### src/rtl/half_adder.sv
// ---------------------------------------------------------------------------
// half_adder
//   WIDTH independent 1-bit half-adder lanes. Each lane has a zero-latency
//   combinational sum/carry, plus an optional one-cycle registered copy that
//   is qualified by in_valid. A saturating counter accumulates how many carry
//   bits were produced on accepted (in_valid) cycles.
//
// Parameters
//   WIDTH        number of independent lanes (lane i uses a[i], b[i])
//   CNT_W        width of carry_count
//
// Ports
//   clk          rising-edge clock (registered stage and counter only)
//   rst_n        asynchronous active-low reset
//   a, b         operands, one bit per lane
//   sum, carry   combinational a^b and a&b per lane
//   in_valid     qualifies a/b for the registered stage and the counter
//   sum_q        registered sum, holds when in_valid=0
//   carry_q      registered carry, holds when in_valid=0
//   out_valid    registered copy of in_valid
//   clear_count  synchronous clear of carry_count, wins over an increment
//   carry_count  saturating count of carry bits on accepted cycles
// ---------------------------------------------------------------------------
module half_adder #(
   parameter int WIDTH = 1,
   parameter int CNT_W = 16
) (
   input  logic             clk,
   input  logic             rst_n,
   input  logic [WIDTH-1:0] a,
   input  logic [WIDTH-1:0] b,
   output logic [WIDTH-1:0] sum,
   output logic [WIDTH-1:0] carry,
   input  logic             in_valid,
   output logic [WIDTH-1:0] sum_q,
   output logic [WIDTH-1:0] carry_q,
   output logic             out_valid,
   input  logic             clear_count,
   output logic [CNT_W-1:0] carry_count
);

   // Enough bits to hold a popcount of 0..WIDTH.
   localparam int PC_W  = (WIDTH > 1) ? $clog2(WIDTH + 1) : 1;
   // Headroom so that count + popcount never wraps before the clamp.
   localparam int SUM_W = CNT_W + PC_W;

   logic [PC_W-1:0]  carry_pop;
   logic [SUM_W-1:0] count_ext;
   logic             count_ovf;
   logic [CNT_W-1:0] count_next;

   assign sum   = a ^ b;
   assign carry = a & b;

   always_comb begin
      carry_pop = '0;
      for (int i = 0; i < WIDTH; i++) begin
         carry_pop = carry_pop + PC_W'(carry[i]);
      end
   end

   assign count_ext = SUM_W'(carry_count) + SUM_W'(carry_pop);
   // Any bit above the counter width means the true sum exceeds the max.
   assign count_ovf = |count_ext[SUM_W-1:CNT_W];

   always_comb begin
      count_next = carry_count;
      if (clear_count) begin
         count_next = '0;
      end else if (in_valid) begin
         count_next = count_ovf ? {CNT_W{1'b1}} : count_ext[CNT_W-1:0];
      end
   end

   always_ff @(posedge clk or negedge rst_n) begin
      if (!rst_n) begin
         sum_q       <= '0;
         carry_q     <= '0;
         out_valid   <= 1'b0;
         carry_count <= '0;
      end else begin
         out_valid   <= in_valid;
         carry_count <= count_next;
         if (in_valid) begin
            sum_q   <= sum;
            carry_q <= carry;
         end
      end
   end

endmodule

### config.mk
export PLATFORM = sky130hd
export DESIGN_NAME = half_adder
export DESIGN_NICKNAME = d
export VERILOG_FILES = /design/src/rtl/half_adder.sv
export SDC_FILE = /design/constraint.sdc
export NUM_CORES = 1
export LEC_CHECK = 0
export CELL_PAD_IN_SITES_DETAIL_PLACEMENT = 0
export CELL_PAD_IN_SITES_GLOBAL_PLACEMENT = 2
export CORE_ASPECT_RATIO = 1.1
export CORE_MARGIN = 4
export CORE_UTILIZATION = 26
export CTS_CLUSTER_SIZE = 30
export DETAILED_ROUTE_END_ITERATION = 8
export MAX_ROUTING_LAYER = met4
export PLACE_DENSITY_LB_ADDON = 0.1
export SETUP_SLACK_MARGIN = 0.3
export SYNTH_ARGS = -nofsm -noshare
export SYNTH_HDL_FRONTEND = slang
export SYNTH_SLANG_ARGS = --single-unit
### constraint.sdc
create_clock -name clk -period 1.3 [get_ports clk]
set_input_delay 0.26 -clock clk [delete_from_list [all_inputs] [get_ports clk]]
set_output_delay 0.26 -clock clk [all_outputs]
set_load 0.03 [all_outputs]
# ---- After elaboration in Yosys (flattened, before gate mapping)
# Index checks and enable logic that the tools add are counted.
dict set report word_totals {
  inputBits 6
  ff_bits 19
}
dict set report classes {
  n_reduce_logical 1
  muxes 3
  bitwise 2
  n_addsub 1
}
# cell n
set op_table {}
lappend op_table {{$mux 16} 3}
lappend op_table {{$add 16x1->17} 1}
lappend op_table {{$reduce_bool 2->1} 1}
lappend op_table {{$and 1x1->1} 1}
lappend op_table {{$xor 1x1->1} 1}

# ---- Logic depth before layout (Yosys ltp)
dict set report depth {
  depth_word 5
  mapped_depth 7
}

# ---- Worst setup path before layout
# No wires, ideal clock.
dict set report synth_timing {
  path_type {input to register}
  start {input a}
  end {register carry_count[14]}
  setup_ns 0.094
  required_time_ns 1.206
  cell_stages 6
  arrival_time_ns 1.724
  slack_ns -0.518
  cell_sequence {ha_1 -> ha_1 -> nand4_4 -> nor4_4 -> a31oi_1 -> a211oi_1}
}
dict set report synth_between {
  elab_chain_len 5
}
# element line
set synth_lines {}
lappend synth_lines {{start, declared} 30} ;# input logic [WIDTH-1:0] a,
lappend synth_lines {{$and 1x1->1} 53} ;# assign carry = a & b;
lappend synth_lines {{$add 16x1->17} 62} ;# assign count_ext = SUM_W'(carry_count) + SUM_W'(carry_pop);
lappend synth_lines {{$mux 16} 71} ;# count_next = count_ovf ? {CNT_W{1'b1}} : count_ext[CNT_W-1:0];
lappend synth_lines {{$mux 16} 70} ;# end else if (in_valid) begin
lappend synth_lines {{$mux 16} 68} ;# if (clear_count) begin
lappend synth_lines {{end signal, assigned} 83} ;# carry_count <= count_next;
lappend synth_lines {{end, declared} 39} ;# output logic [CNT_W-1:0] carry_count
# Every way passes these cells. The select of a mux whose other input is x is not followed.
# A chain may end at the register's enable or synchronous reset.

# ---- Worst setup path in the final report
dict set report layout_timing {
  start {register carry_count[0]}
  end {register carry_count[13]}
}
dict set report layout_between {
  elab_chain_len 4
}
# element line
set layout_lines {}
lappend layout_lines {{$add 16x1->17} 62}
lappend layout_lines {{$mux 16} 71}
lappend layout_lines {{$mux 16} 70}
lappend layout_lines {{$mux 16} 68}
# Every way passes these cells. The select of a mux whose other input is x is not followed.

==> results_dict.tcl <==
set metrics [dict create \
    synth_top_family_by_area "simple AND/OR/NAND/NOR gates" \
    layout.nets 177 \
    route.vias.total 970 \
    final.period_utilization 1.104 \
    layout_setup_ws_ns -0.1350 \
    clkSinkCount 19 \
    htreeDepth 1 \
    setup.worst_path.start_class "flip-flop" \
    rsz0062_at_grt "yes" \
    power_per_cell_area_mw_per_mm2 615.5 \
    synthCells 88 \
    power.static_leakage_nw 0.9627 \
    max_slew_headroom 0.8232 \
    critical_path_cell_count 6 \
    hold_ws_ns 0.3414 \
    reg2reg_depth 6 \
    place_congestion 0.7308 \
    insertedDiodeCount 0 \
    setup.worst_path.class "flip-flop to flip-flop" \
    route.final.wire_length_mm 2.916 \
    path_max_fanout 2 \
    netlist-cell-type-count 26 \
    1st_pass_router_iterations 4 \
    drcViolationCount 0 \
    floorplan.core_area_mm2 0.003626 \
    fillCellCount 344 \
    globalRouteTotalUtil 0.1311 \
    clkLatencyLatePin_ns 0.25 \
    finalWorstPathRequiredPeriod_ns 1.435 \
    synth-simple-area-share 0.2061 \
    cts.root.buffer_cell "sky130_fd_sc_hd__clkbuf_8" \
    io_pins 27 \
    power.ir.vdd_worst_mv 0.2867 \
    power.total_mw 1.201 \
    crit_path_end_kind "flip-flop" \
    synth-async-reset-ratio 1.000 \
    flip_flop_cell_with_the_highest_count_after_synthesis "sky130_fd_sc_hd__dfrtp_1" \
    maximum_root_to_sink_buffer_count 2 \
    cts_tree "done" \
    timing.critical_path.cells "buf_6 -> ha_4 -> nand4_1 -> nor4_4 -> xnor2_1 -> o21ai_2" \
    synth_xor_xnor_area_share 0.09859 \
    post_synth.cell_area_avg_um2 11.10 \
    floorplan.rows 23 \
    area_of_the_die_mm2 0.004804 \
    cts_buf_count 3 \
    slew_violations 0 \
    slowest_delay_ns 0.37 \
    cts_hold_buffers 0 \
    die_h_um 72.30 \
    synth_edf_count 0 \
    area_of_the_mapped_netlist_um2 977.2 \
    grt_start_max_net_pins 20 \
    drt-vias-per-instance 4.470 \
    synth_nets 97 \
    initial_core_util 0.2695 \
    max-cap-violations 0 \
    grt_overflow_total 0 \
    arrival_time_of_the_worst_setup_path_ns 1.58 \
    layout-drive-gt1-share 0.5928 \
    io_buffers 26 \
    clkSlewWorstSetupHoldPaths_ns 0.07 \
    failing_checks "setup timing" \
    area_delta_synth_final_pct 99.74 \
    outcome "finished with violations" \
    crit_required_ns 1.45 \
    die_w_um 66.45 \
    cpMaxStageDelayCell "sky130_fd_sc_hd__dfrtp_2" \
    worst-slew-pin-transition_ns 0.2653 \
    cp_top_family "simple AND/OR/NAND/NOR gates" \
    post_route_antenna_net_violation_count 0 \
    drt-initial-drc-count 12 \
    ys_seq_elements 19 \
    synth.area.mux_share 0.03329 \
    synth-compound-area-share 0.09603 \
    yosysWarnings 0 \
    setup-violations-final 20 \
    top_achievable_clock_speed_mhz 696.9 \
    seq_area_frac_synth 0.4866 \
    fraction_of_the_core_area_covered_by_cells_at_the_end_of_the_flow 0.5383 \
    cp.buffers_inverters 1 \
    route.detailed.wl_per_inst_um 13.44 \
    grt_antenna_before_repair 0 \
    holdCritPathClass "primary input to async pin" \
    hpwlAfterDp_mm 1.873 \
    hold_violations 0 \
    number_of_global_route_vias_before_repair 986 \
    grt_first_pass_wirelength_mm 4.650 \
    fin_skew_ns 0.002618 \
    synth-adder-area-share 0.03841 \
]
[state kept, by name (all words and copies together), names as in the netlist]
signal and cells:
carry_count 16, out_valid 1, sum_q 1, carry_q 1
[cells in the final DEF (no fill, tap or decap), types with 2 or more instances in the layout]
cell type,netlist,routed
sky130_fd_sc_hd__mux2_2,2,2
sky130_fd_sc_hd__nand4_1,2,2
sky130_fd_sc_hd__o21ai_0,11,9
sky130_fd_sc_hd__buf_4,0,27
sky130_fd_sc_hd__buf_6,1,48
sky130_fd_sc_hd__inv_1,3,3
sky130_fd_sc_hd__nand4_4,2,3
sky130_fd_sc_hd__xnor2_1,9,9
sky130_fd_sc_hd__dfrtp_1,19,17
sky130_fd_sc_hd__dfrtp_2,0,2
sky130_fd_sc_hd__nor2_1,8,7
sky130_fd_sc_hd__nand2_1,5,5
sky130_fd_sc_hd__o21ai_1,0,2
sky130_fd_sc_hd__nor4_4,1,2
sky130_fd_sc_hd__nor3_4,0,3
sky130_fd_sc_hd__ha_4,0,3
sky130_fd_sc_hd__clkdlybuf4s50_1,0,2
sky130_fd_sc_hd__clkbuf_8,1,3
sky130_fd_sc_hd__nand3_1,3,3
sky130_fd_sc_hd__xor2_1,2,2
[where the power goes]
group / internal [mW] / switching (mW)
clock network: 0.218 / 0.198
logic: 0.0872 / 0.0890
registers: 0.603 / 0.00737
[cell usage after synthesis (all sizes together) (2+ instances only)]
master	instances	area (um^2)
inv	3	11.26
a211oi	2	15.01
nand4	5	67.56
xnor2	9	78.83
dfrtp	19	475.5
xor2	2	17.52
o21ai	12	63.81
mux2	2	22.52
nor4	2	27.53
nand2	5	18.77
nor3	5	25.02
nand3	3	15.01
clkbuf	2	17.51
ha	3	37.54
nor2	8	30.03
[worst register-to-register path: stages, from the launching register on]
cell and delay, ns:
sky130_fd_sc_hd__dfrtp_2 0.37, sky130_fd_sc_hd__buf_6 0.10, sky130_fd_sc_hd__ha_4 0.12, sky130_fd_sc_hd__nand4_1 0.20, sky130_fd_sc_hd__nor4_4 0.30, sky130_fd_sc_hd__xnor2_1 0.17, sky130_fd_sc_hd__o21ai_2 0.07
[per-stage QoR]
stage                     cell area, um^2  std cells  setup TNS (ns)  setup slack [ns]
final                                1952        217          -1.331           -0.1350
after global routing                 1952        217          -2.930           -0.2163
after CTS                            1768        203          -1.036           -0.1933
after detailed placement             1431        185          -11.61           -0.8969
after global placement               1431        185          -11.10           -0.9265
after floorplan                      1005         88          -4.570           -0.3132
[path summary, 6_finish.rpt]
| check | from | slack, ns | end |
|---|---|---|---|
| worst max-delay path | carry_count[0] | -0.14 | carry_count[13] |
| worst min-delay path | rst_n | 0.34 | carry_count[5] |
| worst max register to register | carry_count[0] | -0.14 | carry_count[13] |
| worst min register to register | sum_q | 0.54 | sum_q |
| max in group asynchronous | rst_n | 0.73 | carry_count[0] |
| min in group clk | a | 0.36 | sum_q |
[per-layer routing]
layer / GRT usage / share of wire
met1: 0.1568 / 0.42
met2: 0.2172 / 0.53
met3: 0.02167 / 0.032
met4: 0.05418 / 0.013
met5: - / 0
[layout make-up]
| type | instances | area, um^2 | area share |
|---|---|---|---|
| sequential | 19 | 478.0 | 0.2449 |
| inverter | 3 | 11.26 | 0.005769 |
| multi-input combinational | 63 | 583.1 | 0.2987 |
| tap | 50 | 62.56 | 0.03205 |
| timing repair buffer | 78 | 772.0 | 0.3955 |
| clock buffer | 4 | 45.04 | 0.02308 |
[kinds of logic (layout without fill, tap and decap cells)]
kind of cell / count (synthesis) / count (layout)
flops: 19 / 19
xor+xnor: 11 / 11
compound gates: 16 / 16
fa+ha+maj: 3 / 3
buf+inv: 6 / 85
simple gates: 30 / 30
mux: 3 / 3
[what timing repair did]
| action | CTS | global route |
|---|---|---|
| pin swaps | 12 | 11 |
| cloned | 0 | 0 |
| setup endpoints to repair | 39 | 37 |
| buffers inserted | 14 | 14 |
| resized for setup | 69 | 19 |
(Power assumes the default switching activity.)
